## src/rtl/agc_pkg.sv

```systemverilog
// -----------------------------------------------------------------------------
// agc_pkg
// Shared definitions for the AGC control sequencer:
//   - instruction opcodes (mem_data[14:12])
//   - ALU command codes
//   - datapath mux select encodings
//   - sequencer state enum and the packed control word
//   - small helpers describing instruction length
// Optional feature macro: AGC_INDEX_EN (INDEX instruction support; when
// undefined, opcode 2 is a one-state NOOP).
// -----------------------------------------------------------------------------
package agc_pkg;

    // Opcodes
    localparam logic [2:0] OP_TC    = 3'd0;
    localparam logic [2:0] OP_CCS   = 3'd1;
    localparam logic [2:0] OP_INDEX = 3'd2;
    localparam logic [2:0] OP_XCH   = 3'd3;
    localparam logic [2:0] OP_CS    = 3'd4;
    localparam logic [2:0] OP_TS    = 3'd5;
    localparam logic [2:0] OP_AD    = 3'd6;
    localparam logic [2:0] OP_MASK  = 3'd7;

    // ALU commands
    localparam logic [2:0] ALU_ADD = 3'd0;
    localparam logic [2:0] ALU_SUB = 3'd1;
    localparam logic [2:0] ALU_AND = 3'd4;

    // Memory address mux
    localparam logic [1:0] MADDR_PC = 2'd0;
    localparam logic [1:0] MADDR_S  = 2'd1;
    localparam logic [1:0] MADDR_A  = 2'd2;

    // A register source mux
    localparam logic [1:0] AMUX_MEM  = 2'd0;
    localparam logic [1:0] AMUX_U    = 2'd1;
    localparam logic [1:0] AMUX_NOTA = 2'd2;
    localparam logic [1:0] AMUX_G    = 2'd3;

    // X register source mux
    localparam logic [1:0] XMUX_MEM = 2'd0;
    localparam logic [1:0] XMUX_Z   = 2'd1;
    localparam logic [1:0] XMUX_S   = 2'd2;
    localparam logic [1:0] XMUX_A   = 2'd3;

    // Y register source mux
    localparam logic [1:0] YMUX_MEM = 2'd0;
    localparam logic [1:0] YMUX_A   = 2'd1;
    localparam logic [1:0] YMUX_ONE = 2'd2;
    localparam logic [1:0] YMUX_IMM = 2'd3;

    // B register source mux
    localparam logic BMUX_MEM = 1'b0;

    // Sequencer states: two fetch states then up to four execute states
    typedef enum logic [2:0] {
        ST_F0 = 3'd0,
        ST_F1 = 3'd1,
        ST_E0 = 3'd2,
        ST_E1 = 3'd3,
        ST_E2 = 3'd4,
        ST_E3 = 3'd5
    } state_e;

    // Every datapath control driven by the sequencer
    typedef struct packed {
        logic [2:0] alu_op;
        logic [1:0] maddr_mux;
        logic [1:0] q_mux;
        logic [1:0] a_mux;
        logic [1:0] x_mux;
        logic [1:0] z_mux;
        logic [1:0] y_mux;
        logic       lp_mux;
        logic       b_mux;
        logic       lp_we;
        logic       g_we;
        logic       q_we;
        logic       b_we;
        logic       a_we;
        logic       y_we;
        logic       x_we;
        logic       z_we;
        logic       mem_we;
        logic       instr_done;
    } ctl_t;

    localparam ctl_t CTL_IDLE = '0;

    // True for the execute states
    function automatic logic is_exec(input state_e st);
        logic r;
        case (st)
            ST_E0, ST_E1, ST_E2, ST_E3: r = 1'b1;
            default:                    r = 1'b0;
        endcase
        return r;
    endfunction

    // Final execute state of each instruction
    function automatic state_e last_exec(input logic [2:0] op);
        state_e r;
        case (op)
            OP_TC, OP_TS:                 r = ST_E0;
            OP_CCS:                       r = ST_E3;
            OP_XCH, OP_CS, OP_AD, OP_MASK: r = ST_E2;
`ifdef AGC_INDEX_EN
            OP_INDEX:                     r = ST_E1;
`else
            OP_INDEX:                     r = ST_E0;
`endif
            default:                      r = ST_E0;
        endcase
        return r;
    endfunction

endpackage

```

## src/rtl/agc_ctl_decode.sv

```systemverilog
// -----------------------------------------------------------------------------
// agc_ctl_decode
// Purely combinational decode of {state, opcode} into the datapath control
// word. F0 decodes to all-zero; F1 loads B from memory; execute states follow
// the per-opcode micro-sequences.
// Optional feature macro: AGC_INDEX_EN (INDEX reads its operand in E0).
// Ports:
//   state   in   sequencer state
//   opcode  in   3-bit instruction opcode
//   ctl     out  control word (see agc_pkg::ctl_t)
// -----------------------------------------------------------------------------
module agc_ctl_decode
    import agc_pkg::*;
(
    input  state_e     state,
    input  logic [2:0] opcode,
    output ctl_t       ctl
);

    // Control word for the given state/opcode pair
    always_comb begin
        ctl = CTL_IDLE;
        case (state)
            ST_F0: begin
                ctl = CTL_IDLE;
            end
            ST_F1: begin
                ctl.b_we  = 1'b1;
                ctl.b_mux = BMUX_MEM;
            end
            ST_E0, ST_E1, ST_E2, ST_E3: begin
                case (opcode)
                    OP_CCS: begin
                        case (state)
                            ST_E0: ctl.maddr_mux = MADDR_S;
                            ST_E1: begin
                                ctl.a_we  = 1'b1;
                                ctl.a_mux = AMUX_MEM;
                            end
                            ST_E2: begin
                                // X <= A, Y <= 1 so E3 computes A - 1 (diminished abs)
                                ctl.x_we  = 1'b1;
                                ctl.x_mux = XMUX_A;
                                ctl.y_we  = 1'b1;
                                ctl.y_mux = YMUX_ONE;
                            end
                            ST_E3: begin
                                ctl.alu_op = ALU_SUB;
                                ctl.a_we   = 1'b1;
                                ctl.a_mux  = AMUX_U;
                            end
                            default: ctl = CTL_IDLE;
                        endcase
                    end
                    OP_INDEX: begin
`ifdef AGC_INDEX_EN
                        if (state == ST_E0) begin
                            ctl.maddr_mux = MADDR_S;
                        end else begin
                            ctl.maddr_mux = MADDR_PC;
                        end
`else
                        ctl = CTL_IDLE;
`endif
                    end
                    OP_XCH: begin
                        case (state)
                            ST_E0: ctl.maddr_mux = MADDR_S;
                            ST_E1: begin
                                ctl.maddr_mux = MADDR_S;
                                ctl.g_we      = 1'b1;
                                ctl.mem_we    = 1'b1;
                            end
                            ST_E2: begin
                                ctl.a_we  = 1'b1;
                                ctl.a_mux = AMUX_G;
                            end
                            default: ctl = CTL_IDLE;
                        endcase
                    end
                    OP_CS: begin
                        case (state)
                            ST_E0: ctl.maddr_mux = MADDR_S;
                            ST_E1: begin
                                ctl.a_we  = 1'b1;
                                ctl.a_mux = AMUX_MEM;
                            end
                            ST_E2: begin
                                ctl.a_we  = 1'b1;
                                ctl.a_mux = AMUX_NOTA;
                            end
                            default: ctl = CTL_IDLE;
                        endcase
                    end
                    OP_TS: begin
                        if (state == ST_E0) begin
                            ctl.maddr_mux = MADDR_S;
                            ctl.mem_we    = 1'b1;
                        end else begin
                            ctl = CTL_IDLE;
                        end
                    end
                    OP_AD, OP_MASK: begin
                        case (state)
                            ST_E0: ctl.maddr_mux = MADDR_S;
                            ST_E1: begin
                                ctl.y_we  = 1'b1;
                                ctl.y_mux = YMUX_MEM;
                                ctl.x_we  = 1'b1;
                                ctl.x_mux = XMUX_A;
                            end
                            ST_E2: begin
                                ctl.alu_op = (opcode == OP_MASK) ? ALU_AND : ALU_ADD;
                                ctl.a_we   = 1'b1;
                                ctl.a_mux  = AMUX_U;
                            end
                            default: ctl = CTL_IDLE;
                        endcase
                    end
                    default: ctl = CTL_IDLE;   // TC only changes pc
                endcase
            end
            default: ctl = CTL_IDLE;
        endcase

        if (is_exec(state) && (state == last_exec(opcode))) begin
            ctl.instr_done = 1'b1;
        end else begin
            ctl.instr_done = 1'b0;
        end
    end

endmodule

```

## src/rtl/agc_sequencer.sv

```systemverilog
// -----------------------------------------------------------------------------
// agc_sequencer
// Control sequencer for the AGC datapath. Fetches an instruction (F0/F1),
// then walks the opcode's execute states, one state per clock, driving every
// datapath enable, mux select and alu_op. Owns the program counter.
// Optional feature macro: AGC_INDEX_EN (INDEX instruction and idx register;
// without it opcode 2 is a NOOP).
// Ports:
//   clk, reset            clock, synchronous active-high reset
//   halt                  stall in F0 while high
//   mem_data[15:0]        memory read data ([14:12] opcode, [11:0] address)
//   acc_sign, acc_zero    accumulator sign / zero-magnitude flags for CCS
//   pc_addr               fetch address
//   alu_op, *_MUX, *_WE   datapath controls (registered)
//   instr_done            one-cycle pulse in the last execute state
// -----------------------------------------------------------------------------
module agc_sequencer
    import agc_pkg::*;
#(
    parameter int unsigned       ADDR_W   = 12,
    parameter logic [ADDR_W-1:0] RESET_PC = ADDR_W'(12'h000)
) (
    input  logic              clk,
    input  logic              reset,
    input  logic              halt,
    input  logic [15:0]       mem_data,
    input  logic              acc_sign,
    input  logic              acc_zero,
    output logic [ADDR_W-1:0] pc_addr,
    output logic [2:0]        alu_op,
    output logic [1:0]        MAddr_MUX,
    output logic [1:0]        Q_MUX,
    output logic [1:0]        A_MUX,
    output logic [1:0]        X_MUX,
    output logic [1:0]        Z_MUX,
    output logic [1:0]        Y_MUX,
    output logic              LP_MUX,
    output logic              B_MUX,
    output logic              LP_WE,
    output logic              G_WE,
    output logic              Q_WE,
    output logic              B_WE,
    output logic              A_WE,
    output logic              Y_WE,
    output logic              X_WE,
    output logic              Z_WE,
    output logic              mem_WE,
    output logic              instr_done
);

    state_e            state_r;
    state_e            state_nx_s;
    logic [ADDR_W-1:0] pc_r;
    logic [2:0]        ir_op_r;
    logic [ADDR_W-1:0] ir_k_r;
    logic [2:0]        op_nx_s;
    logic [ADDR_W-1:0] k_load_s;
    logic [ADDR_W-1:0] skip_s;
    ctl_t              ctl_r;
    ctl_t              ctl_nx_s;
    logic              unused_s;
`ifdef AGC_INDEX_EN
    logic [ADDR_W-1:0] idx_r;
`endif

    // Bit 15 of the instruction word carries no meaning for the sequencer
    assign unused_s = mem_data[15];

    // Next state: halt is only honoured in F0, instructions always complete
    always_comb begin
        state_nx_s = ST_F0;
        case (state_r)
            ST_F0: begin
                if (halt) begin
                    state_nx_s = ST_F0;
                end else begin
                    state_nx_s = ST_F1;
                end
            end
            ST_F1: state_nx_s = ST_E0;
            ST_E0: begin
                if (last_exec(ir_op_r) == ST_E0) begin
                    state_nx_s = ST_F0;
                end else begin
                    state_nx_s = ST_E1;
                end
            end
            ST_E1: begin
                if (last_exec(ir_op_r) == ST_E1) begin
                    state_nx_s = ST_F0;
                end else begin
                    state_nx_s = ST_E2;
                end
            end
            ST_E2: begin
                if (last_exec(ir_op_r) == ST_E2) begin
                    state_nx_s = ST_F0;
                end else begin
                    state_nx_s = ST_E3;
                end
            end
            ST_E3:   state_nx_s = ST_F0;
            default: state_nx_s = ST_F0;
        endcase
    end

    // Opcode that will be in force next cycle (the new one is on mem_data during F1)
    always_comb begin
        if (state_r == ST_F1) begin
            op_nx_s = mem_data[14:12];
        end else begin
            op_nx_s = ir_op_r;
        end
    end

    // Effective address captured at F1; a pending index offset is folded in here
    always_comb begin
`ifdef AGC_INDEX_EN
        k_load_s = ADDR_W'(mem_data[11:0]) + idx_r;
`else
        k_load_s = ADDR_W'(mem_data[11:0]);
`endif
    end

    // CCS skip distance: >+0 -> 0, +0 -> 1, <-0 -> 2, -0 -> 3
    always_comb begin
        case ({acc_sign, acc_zero})
            2'b00:   skip_s = ADDR_W'(2'd0);
            2'b01:   skip_s = ADDR_W'(2'd1);
            2'b10:   skip_s = ADDR_W'(2'd2);
            2'b11:   skip_s = ADDR_W'(2'd3);
            default: skip_s = ADDR_W'(2'd0);
        endcase
    end

    // Decode the control word of the upcoming state so the outputs come from a register
    agc_ctl_decode u_decode (
        .state  (state_nx_s),
        .opcode (op_nx_s),
        .ctl    (ctl_nx_s)
    );

    // Sequencer state, program counter, instruction register and output register
    always_ff @(posedge clk) begin
        if (reset) begin
            state_r <= ST_F0;
            pc_r    <= RESET_PC;
            ir_op_r <= 3'd0;
            ir_k_r  <= '0;
            ctl_r   <= CTL_IDLE;
`ifdef AGC_INDEX_EN
            idx_r   <= '0;
`endif
        end else begin
            state_r <= state_nx_s;
            ctl_r   <= ctl_nx_s;
            case (state_r)
                ST_F1: begin
                    pc_r    <= pc_r + ADDR_W'(1'b1);
                    ir_op_r <= mem_data[14:12];
                    ir_k_r  <= k_load_s;
`ifdef AGC_INDEX_EN
                    idx_r   <= '0;
`endif
                end
                ST_E0: begin
                    if (ir_op_r == OP_TC) begin
                        pc_r <= ir_k_r;
                    end
                end
`ifdef AGC_INDEX_EN
                ST_E1: begin
                    // Operand read in E0 is valid now
                    if (ir_op_r == OP_INDEX) begin
                        idx_r <= ADDR_W'(mem_data[11:0]);
                    end
                end
`endif
                ST_E2: begin
                    // A was loaded in E1, so the flags describe the operand
                    if (ir_op_r == OP_CCS) begin
                        pc_r <= pc_r + skip_s;
                    end
                end
                default: begin
                    pc_r <= pc_r;
                end
            endcase
        end
    end

    assign pc_addr    = pc_r;
    assign alu_op     = ctl_r.alu_op;
    assign MAddr_MUX  = ctl_r.maddr_mux;
    assign Q_MUX      = ctl_r.q_mux;
    assign A_MUX      = ctl_r.a_mux;
    assign X_MUX      = ctl_r.x_mux;
    assign Z_MUX      = ctl_r.z_mux;
    assign Y_MUX      = ctl_r.y_mux;
    assign LP_MUX     = ctl_r.lp_mux;
    assign B_MUX      = ctl_r.b_mux;
    assign LP_WE      = ctl_r.lp_we;
    assign G_WE       = ctl_r.g_we;
    assign Q_WE       = ctl_r.q_we;
    assign B_WE       = ctl_r.b_we;
    assign A_WE       = ctl_r.a_we;
    assign Y_WE       = ctl_r.y_we;
    assign X_WE       = ctl_r.x_we;
    assign Z_WE       = ctl_r.z_we;
    assign mem_WE     = ctl_r.mem_we;
    assign instr_done = ctl_r.instr_done;

endmodule

```

## config.mk

```make
export PLATFORM = sky130hd
export DESIGN_NAME = agc_sequencer
export DESIGN_NICKNAME = d
export VERILOG_FILES = /design/src/rtl/agc_pkg.sv /design/src/rtl/agc_ctl_decode.sv /design/src/rtl/agc_sequencer.sv
export SDC_FILE = /design/constraint.sdc
export NUM_CORES = 1
export LEC_CHECK = 0
export CELL_PAD_IN_SITES_DETAIL_PLACEMENT = 0
export CELL_PAD_IN_SITES_GLOBAL_PLACEMENT = 1
export CORE_UTILIZATION = 38
export CTS_BUF_LIST = sky130_fd_sc_hd__clkbuf_16
export CTS_CLUSTER_SIZE = 14
export DETAILED_ROUTE_END_ITERATION = 7
export PLACE_DENSITY = 0.79
export SLEW_MARGIN = 25
export SYNTH_ARGS = -nofsm -noshare
export SYNTH_HDL_FRONTEND = slang
export SYNTH_HIERARCHICAL = 1
export SYNTH_SLANG_ARGS = --single-unit
```

## constraint.sdc

```tcl
create_clock -name clk -period 3.2 [get_ports clk]
set_clock_uncertainty 0.1 [all_clocks]
set_input_delay 0.96 -clock clk [delete_from_list [all_inputs] [get_ports clk]]
set_output_delay 0.96 -clock clk [all_outputs]
set_load 0.02 [all_outputs]
```

==> results of run 1 <==
[where the power goes]
part           internal [mW]  total [mW]  switching (mW)
clock network          0.758        1.09           0.335
registers              0.783       0.807          0.0238
logic                  0.130       0.300           0.170
total                   1.67        2.20           0.528
[flip-flops by register name (all words and copies together) (netlist names), 3 cells and up, named ones only]
signal	cells
ir_k_r	12
alu_op	3
pc_addr	12
ir_op_r	3
state_r	3
[through the flow]
stage	instances	util, %	power (mW)	setup slack (ps)	TNS [ps]
3_5_place_dp	466	47.20	1.120	-172.4	-300.2
4_1_cts	482	51.89	2.221	167.2	0
5_1_grt	482	51.97	2.289	34.57	0
2_1_floorplan	336	-	1.040	499.2	0
3_3_place_gp	466	47.20	1.117	-118.8	-208.3
6_report	482	51.97	2.200	243.2	0
[worst paths after layout]
| check | end | start | cells past startpoint |
|---|---|---|---|
| setup / recovery | pc_addr[10] | acc_zero | 9 |
| hold / removal | ir_k_r[4] | ir_k_r[4] | 2 |
| setup reg to reg | pc_addr[10] | state_r[0] | 7 |
| hold reg to reg | ir_k_r[4] | ir_k_r[4] | 2 |
[what timing repair did]
item | CTS | global route
resized for setup | 0 | 1
endpoints found under the setup margin | 0 | 1
endpoints found under the hold margin | 0 | 0
[logic make-up (layout without fill, tap and decap cells)]
group                      Yosys count  count (layout)  synth area share [%]
and+or+nand+nor                    146             146                 29.59
adders and majority gates            3               3                 1.569
DFF                                 60              60                 41.83
other                                1              12                0.1306
AOI/OAI and AO/OA                   64              64                 15.34
xor gates and xnor gates             1               1                0.3051
buffers and inverters               46              93                 9.717
muxes                                4               4                 1.525
[metal layers]
layer | GRT usage (%) | vias to the layer above
li1 | - | 1204
met1 | 24.77 | 1110
met2 | 26.22 | 61
met3 | 3.786 | 11
met4 | 9.668 | 0
met5 | 0 | -
[critical path, delay by kind of cell]
family | cells | cell delay, ps
compound gates | 2 | 400
buf+inv | 2 | 510
fa+ha+maj | 2 | 560
simple gates | 3 | 660
[cell type report]
| class | instances | area share, % |
|---|---|---|
| Clock buffer | 9 | 5.943 |
| Clock inverter | 7 | 3.070 |
| Multi-Input combinational cell | 230 | 37.97 |
| Sequential cell | 60 | 31.69 |
| Tap cell | 99 | 3.268 |
| Timing Repair Buffer | 68 | 17.17 |
| Inverter | 9 | 0.8914 |
[layout by cell type, fill, tap and decap left out, drive strengths merged, types with 2 or more instances in the layout]
cell           synthesis  routed
buf                   27      11
o31a                   2       2
a21oi                 28      28
nand2                 45      45
a22oi                  4       4
nor2b                 29      29
dfxtp                 60      60
ha                     2       2
o21a                   2       2
nand2b                 4       4
or3b                   5       5
nand3                  5       5
clkbuf                10       9
nor4                   3       3
nor3b                  8       8
and2                   4       4
and3b                  2       2
a32oi                  3       3
clkinv                 0       3
or2b                   2       2
nor3                   9       9
nand3b                 5       5
nor2                  15      15
inv                    9      10
a31oi                  3       3
conb                   1      12
clkdlybuf4s50          0      57
mux2i                  4       4
and3                   6       6
nand4                  2       2
bufinv                 0       3
o21ai                  4       4
o32ai                  8       8
or3                    2       2
==> reports/qor.txt, run 1 <==
Status: finished clean
Cell Area, Synth: 2872 um2
Initial core utilization: 39.38%
Arr. time, crit path: 3090 ps
Final setup viols: 0
Final Max Tran Viols: 0
HPWL Detailed: 4398 um
Die width: 88.93 um
Register area share after synthesis: 41.83%
TritonCTS clock tree: done
Clock transition at the registers of the reported paths: 50 ps
Fill cell count: 721
Crit Path Category: primary input to flop
Number of DRC violations after detailed-routing iteration 0: 147
Initial antenna violation count: 0
Final min period: 2957 ps
Routed wl met3: 367 um
F_max: 338.2 MHz
Post-synth ARST share: 0%
Placed instance area: 3442 um2
Synth Flop Type: dfxtp_1
Number of synthesized register bits: 60
Slew @ Worst Pin: 833.7 ps
Worst Hold Slack: 358.3 ps
WP data required: 3330 ps
Num rows: 31
Critical-path cell list: clkdlybuf4s50_1, nand2b_1, ha_1, inv_1, fa_1, nand3b_1, nor4_2, a32oi_1, o32ai_1
Crit start category: primary input
Multi-input gate area: 1439 um2
Period Utilization, post-route: 92.40%
Met2 wire length: 2822 um
Sequential Area: 1201 um2
GRT Util Overall: 17.94%
Final Cell Area: 3790 um2
TritonCTS Sinks: 60
First-pass GRT wire length: 10570 um
Number of global-route vias before repair: 2197
I/O Pins: 60
Setup bufs post-CTS: 0
Max VDD drop: 288.8 uV
CTS root buffer: clkbuf_16
Post-CTS Hold Fix Bufs: 0
Largest net degree at the start of global routing: 37
Pwr Density: 580.4 nW/um2
Inserted Clock Buffers: 9
Leading area contributor after synthesis: dfxtp_1
Leak: 1.423 nW
Mapped Avg Cell Area: 8.835 um2
Max-cap viol count: 0
Most common cell in the netlist: dfxtp_1
DRC: 0
Critical Path Sink Type: flop
HP Class: flop to flop
Crit-path max FO: 4
H-tree Lvls: 3
Final WL: 6474 um
Most frequent cells after synthesis: dfxtp_1, nand2_1, nor2b_1
Ranking of synthesized cells by area: dfxtp_1, nor2b_1, nand2_1
Syn-to-layout area delta: 31.98%
Post-Syn Instances: 325
DIE AREA: 7909 um2
Final ANT Viol Nets: 0
Vias per cell: 4.950
Buffers on Ports: 58
Final Hold Fails: 0
Placer Congestion: 0.7756
Reg2Reg Setup Slack: 470 ps
Delay of the slowest cell on the worst path: 460 ps
Nets: 402
Slowest stage cell on the critical path: clkdlybuf4s50_1
Worst skew pair latency: 330 ps
Core ar.: 7292 um2
RSZ-0062 raised after global routing: no
Synth top area share: 41.83%
Die height: 88.93 um
Synth cell types: 57
Synth warnings: 6
DRT Pass-1 Iters: 4
EDFF count, synth: 0
Slew Limit Headroom: 44.28%
DR WL/cell: 13.43 um
Layout cells sized above 1: 11.23%
Clk buf depth: 2
Grt total ovfl: 0
Uppermost routed layer: met4
Wl on met1: 3128 um
ANT cells: 0
Via Count: 2386
No activity file was read; power rests on OpenSTA's default activity.
==> run 2, diff against run 1 <==
SETUP_SLACK_MARGIN = 0.02   (was not set)
==> results of run 2 <==
Final layout, timing and power as in run 1 (identical DEF).
==> run 3, diff against run 2 <==
CORE_ASPECT_RATIO = 0.6   (was not set)
CTS_BUF_LIST = not set   (was sky130_fd_sc_hd__clkbuf_16)
GPL_ROUTABILITY_DRIVEN = 0   (was not set)
==> run 3 against run 2 <==
The run now ends with DRC left; sequential share of layout area about the same; non-clock buffer count up 2; register-to-register slack better by 40 ps; critical endpoint unchanged; final cell count up 1.5%; critical path depth unchanged; highest routed layer unchanged; die area up 0.14%; final area about the same; largest cell class unchanged; utilization down 0.070 points.
==> reports/qor.txt, run 3 (synthesized netlist as in run 1, its figures left out) <==
Clock transition at the registers of the reported paths: 50 ps (about the same)
Final Util: 51.90% (was 51.97%)
Crit Path Category: primary input to flop (unchanged)
Grt total ovfl: 0 (unchanged)
Final WL: 6790 um (was 6474 um)
Largest delay share family, worst path: simple AND/OR/NAND/NOR gates (unchanged)
Hold_sp: ir_k_r[5] (was ir_k_r[4])
Final Max Tran Viols: 0 (unchanged)
CTS root buffer: clkbuf_16 (unchanged)
Layout cells sized above 1: 11.69% (was 11.23%)
Core ar.: 7297 um2 (was 7292 um2)
ANT cells: 0 (unchanged)
Crit-path max FO: 2 (was 4)
Switching power: 0.5305 mW (was 0.5285 mW)
Nets: 404 (was 402)
Crit start category: primary input (unchanged)
Slew Limit Headroom: 53.44% (was 44.28%)
Die width: 114.2 um (was 88.93 um)
Die height: 69.34 um (was 88.93 um)
F_max: 332.4 MHz (was 338.2 MHz)
Reg2Reg Setup Slack: 510 ps (was 470 ps)
Final min period: 3009 ps (was 2957 ps)
First-pass GRT wire length: 11520 um (was 10570 um)
Met3 GRT Util: 6.294% (was 3.786%)
H-tree Lvls: 3 (unchanged)
HPWL Detailed: 4700 um (was 4398 um)
DRC: 1 (was 0)
Met2 usage: 24.65% (was 26.22%)
Fill cell count: 718 (was 721)
Final setup viols: 0 (unchanged)
Bufs and invs on worst path: 2 (unchanged)
HP Class: flop to flop (unchanged)
Slowest stage cell on the critical path: clkdlybuf4s50_1 (unchanged)
DIE AREA: 7920 um2 (was 7909 um2)
Non-filler cells in the finished layout: 489 (was 482)
Max VDD drop: 332.5 uV (was 288.8 uV)
Initial antenna violation count: 0 (unchanged)
Arr. time, crit path: 3140 ps (was 3090 ps)
Num rows: 24 (was 31)
Initial core utilization: 39.35% (was 39.38%)
Failing checks: DRC
Largest net degree at the start of global routing: 35 (was 37)
Busiest layer in global routing: met1 (was met2)
Post-Place Cells: 473 (was 466)
Worst skew pair latency: 330 ps (about the same)
Critical-path cell list: clkdlybuf4s50_1, nand2b_1, ha_1, inv_1, fa_1, nand3b_1, nor4_2, a32oi_1, o32ai_1 (unchanged)
P_int: 1.610 mW (was 1.671 mW)
Clock share of power: 48.2% (was 49.7%)
GRT Util Overall: 19.08% (was 17.94%)
Pwr Density: 565.3 nW/um2 (was 580.4 nW/um2)
Switching share of power: 24.78% (was 24.02%)
Buffers on Ports: 58 (unchanged)
Post-CTS Hold Fix Bufs: 0 (unchanged)
Clk buf depth: 2 (unchanged)
Comb power frac: 14.0% (was 13.7%)
DRT Pass-1 Iters: 6 (was 4)
Inserted Clock Buffers: 9 (unchanged)
Reg power frac: 37.8% (was 36.7%)
DR WL/cell: 13.89 um (was 13.43 um)
TritonCTS Sinks: 60 (unchanged)
Worst Hold Slack: 357.2 ps (was 358.3 ps)
Hold depth: 2 (unchanged)
Worst Hold End: ir_k_r[5] (was ir_k_r[4])
WP data required: 3330 ps (about the same)
Vias per cell: 4.980 (was 4.950)
GR Layer Usage met1: 28.16% (was 24.77%)
Max-cap viol count: 0 (unchanged)
Commonest non-fill, non-tap cell in the layout: dfxtp_1 (unchanged)
Period Utilization, post-route: 94.02% (was 92.40%)
Number of DRC violations after detailed-routing iteration 0: 166 (was 147)
Final Hold Fails: 0 (unchanged)
TritonCTS clock tree: done (unchanged)
Status: complete, but fails checks (was finished clean)
I/O Pins: 60 (unchanged)
Delay of the slowest cell on the worst path: 470 ps (was 460 ps)
R2r startpoint: state_r[0] (unchanged)
Syn-to-layout area delta: 31.90% (was 31.98%)
Final ANT Viol Nets: 0 (unchanged)
Most frequent cells in the layout: dfxtp_1, clkdlybuf4s50_1, nand2_1 (unchanged)
Slew @ Worst Pin: 695.4 ps (was 833.7 ps)
Number of global-route vias before repair: 2231 (was 2197)
Setup TNS Final: 0 ps (unchanged)
Endpoint of the worst register-to-register path: pc_addr[10] (unchanged)
Leak: 1.421 nW (was 1.423 nW)
RSZ-0062 raised after global routing: no (unchanged)
Cells on worst reg2reg path: 10 (was 7)
Via Count: 2435 (was 2386)
Critical Path Sink Type: flop (unchanged)
Final Power: 2.141 mW (was 2.200 mW)
-- run 3: through the flow --
| step | setup slack, ps | area (um2) |
|---|---|---|
| final | 191.4 | 3787 |
| after floorplan | 499.2 | 2913 |
| after global routing | 67.04 | 3787 |
| after CTS | 125.4 | 3781 |
| after detailed placement | -199.9 | 3463 |
| after global placement | -160.2 | 3463 |
-- run 3: layout make-up --
cell class	instances	area, um2	share of cell area (%)
clock inverters	5	75.07	1.982
flip-flops and latches	60	1201	31.71
clock buffers	11	242.7	6.409
multi-input cells	230	1439	37.99
repair buffers	70	665.6	17.58
well taps	104	130.1	3.436
inverters	9	33.78	0.8920
-- run 3: worst register-to-register path, cell delays in order, from the launching register on --
cell	delay [ps]
dfxtp_1	520
nor3b_1	130
buf_4	170
nand2b_1	60
ha_1	170
inv_1	60
fa_1	370
nand3b_1	230
nor4_2	380
a32oi_1	150
o32ai_1	260
-- run 3: timing repair --
action,CTS,global route
buffers inserted,0,0
setup endpoints to repair,0,2
gates resized for setup,0,1
hold endpoints to repair,0,0
-- run 3: power by group through the flow --
stage | logic [mW] | registers [mW] | clock network (mW)
final | 0.300 | 0.809 | 1.03
after floorplan | 0.206 | 0.833 | 0
after CTS | 0.300 | 0.809 | 1.06
after global routing | 0.332 | 0.813 | 1.09
after global placement | 0.294 | 0.823 | 0
after detailed placement | 0.298 | 0.824 | 0
-- run 3: worst max-delay path by stage --
| stage | end | startpoint | cells past startpoint |
|---|---|---|---|
| 5_1_grt | pc_addr[10] | acc_zero | 9 |
| 3_5_place_dp | pc_addr[10] | acc_zero | 9 |
| 4_1_cts | pc_addr[10] | acc_zero | 9 |
| 3_3_place_gp | pc_addr[10] | acc_zero | 9 |
| 2_1_floorplan | pc_addr[8] | acc_zero | 8 |
| 6_report | pc_addr[10] | acc_zero | 9 |
-- run 3: per-layer routing --
layer	share of wire, %	vias up
met1	52	1129
met3	7.0	9
met4	1.6	0
li1	-	1212
met5	0	-
met2	40	85
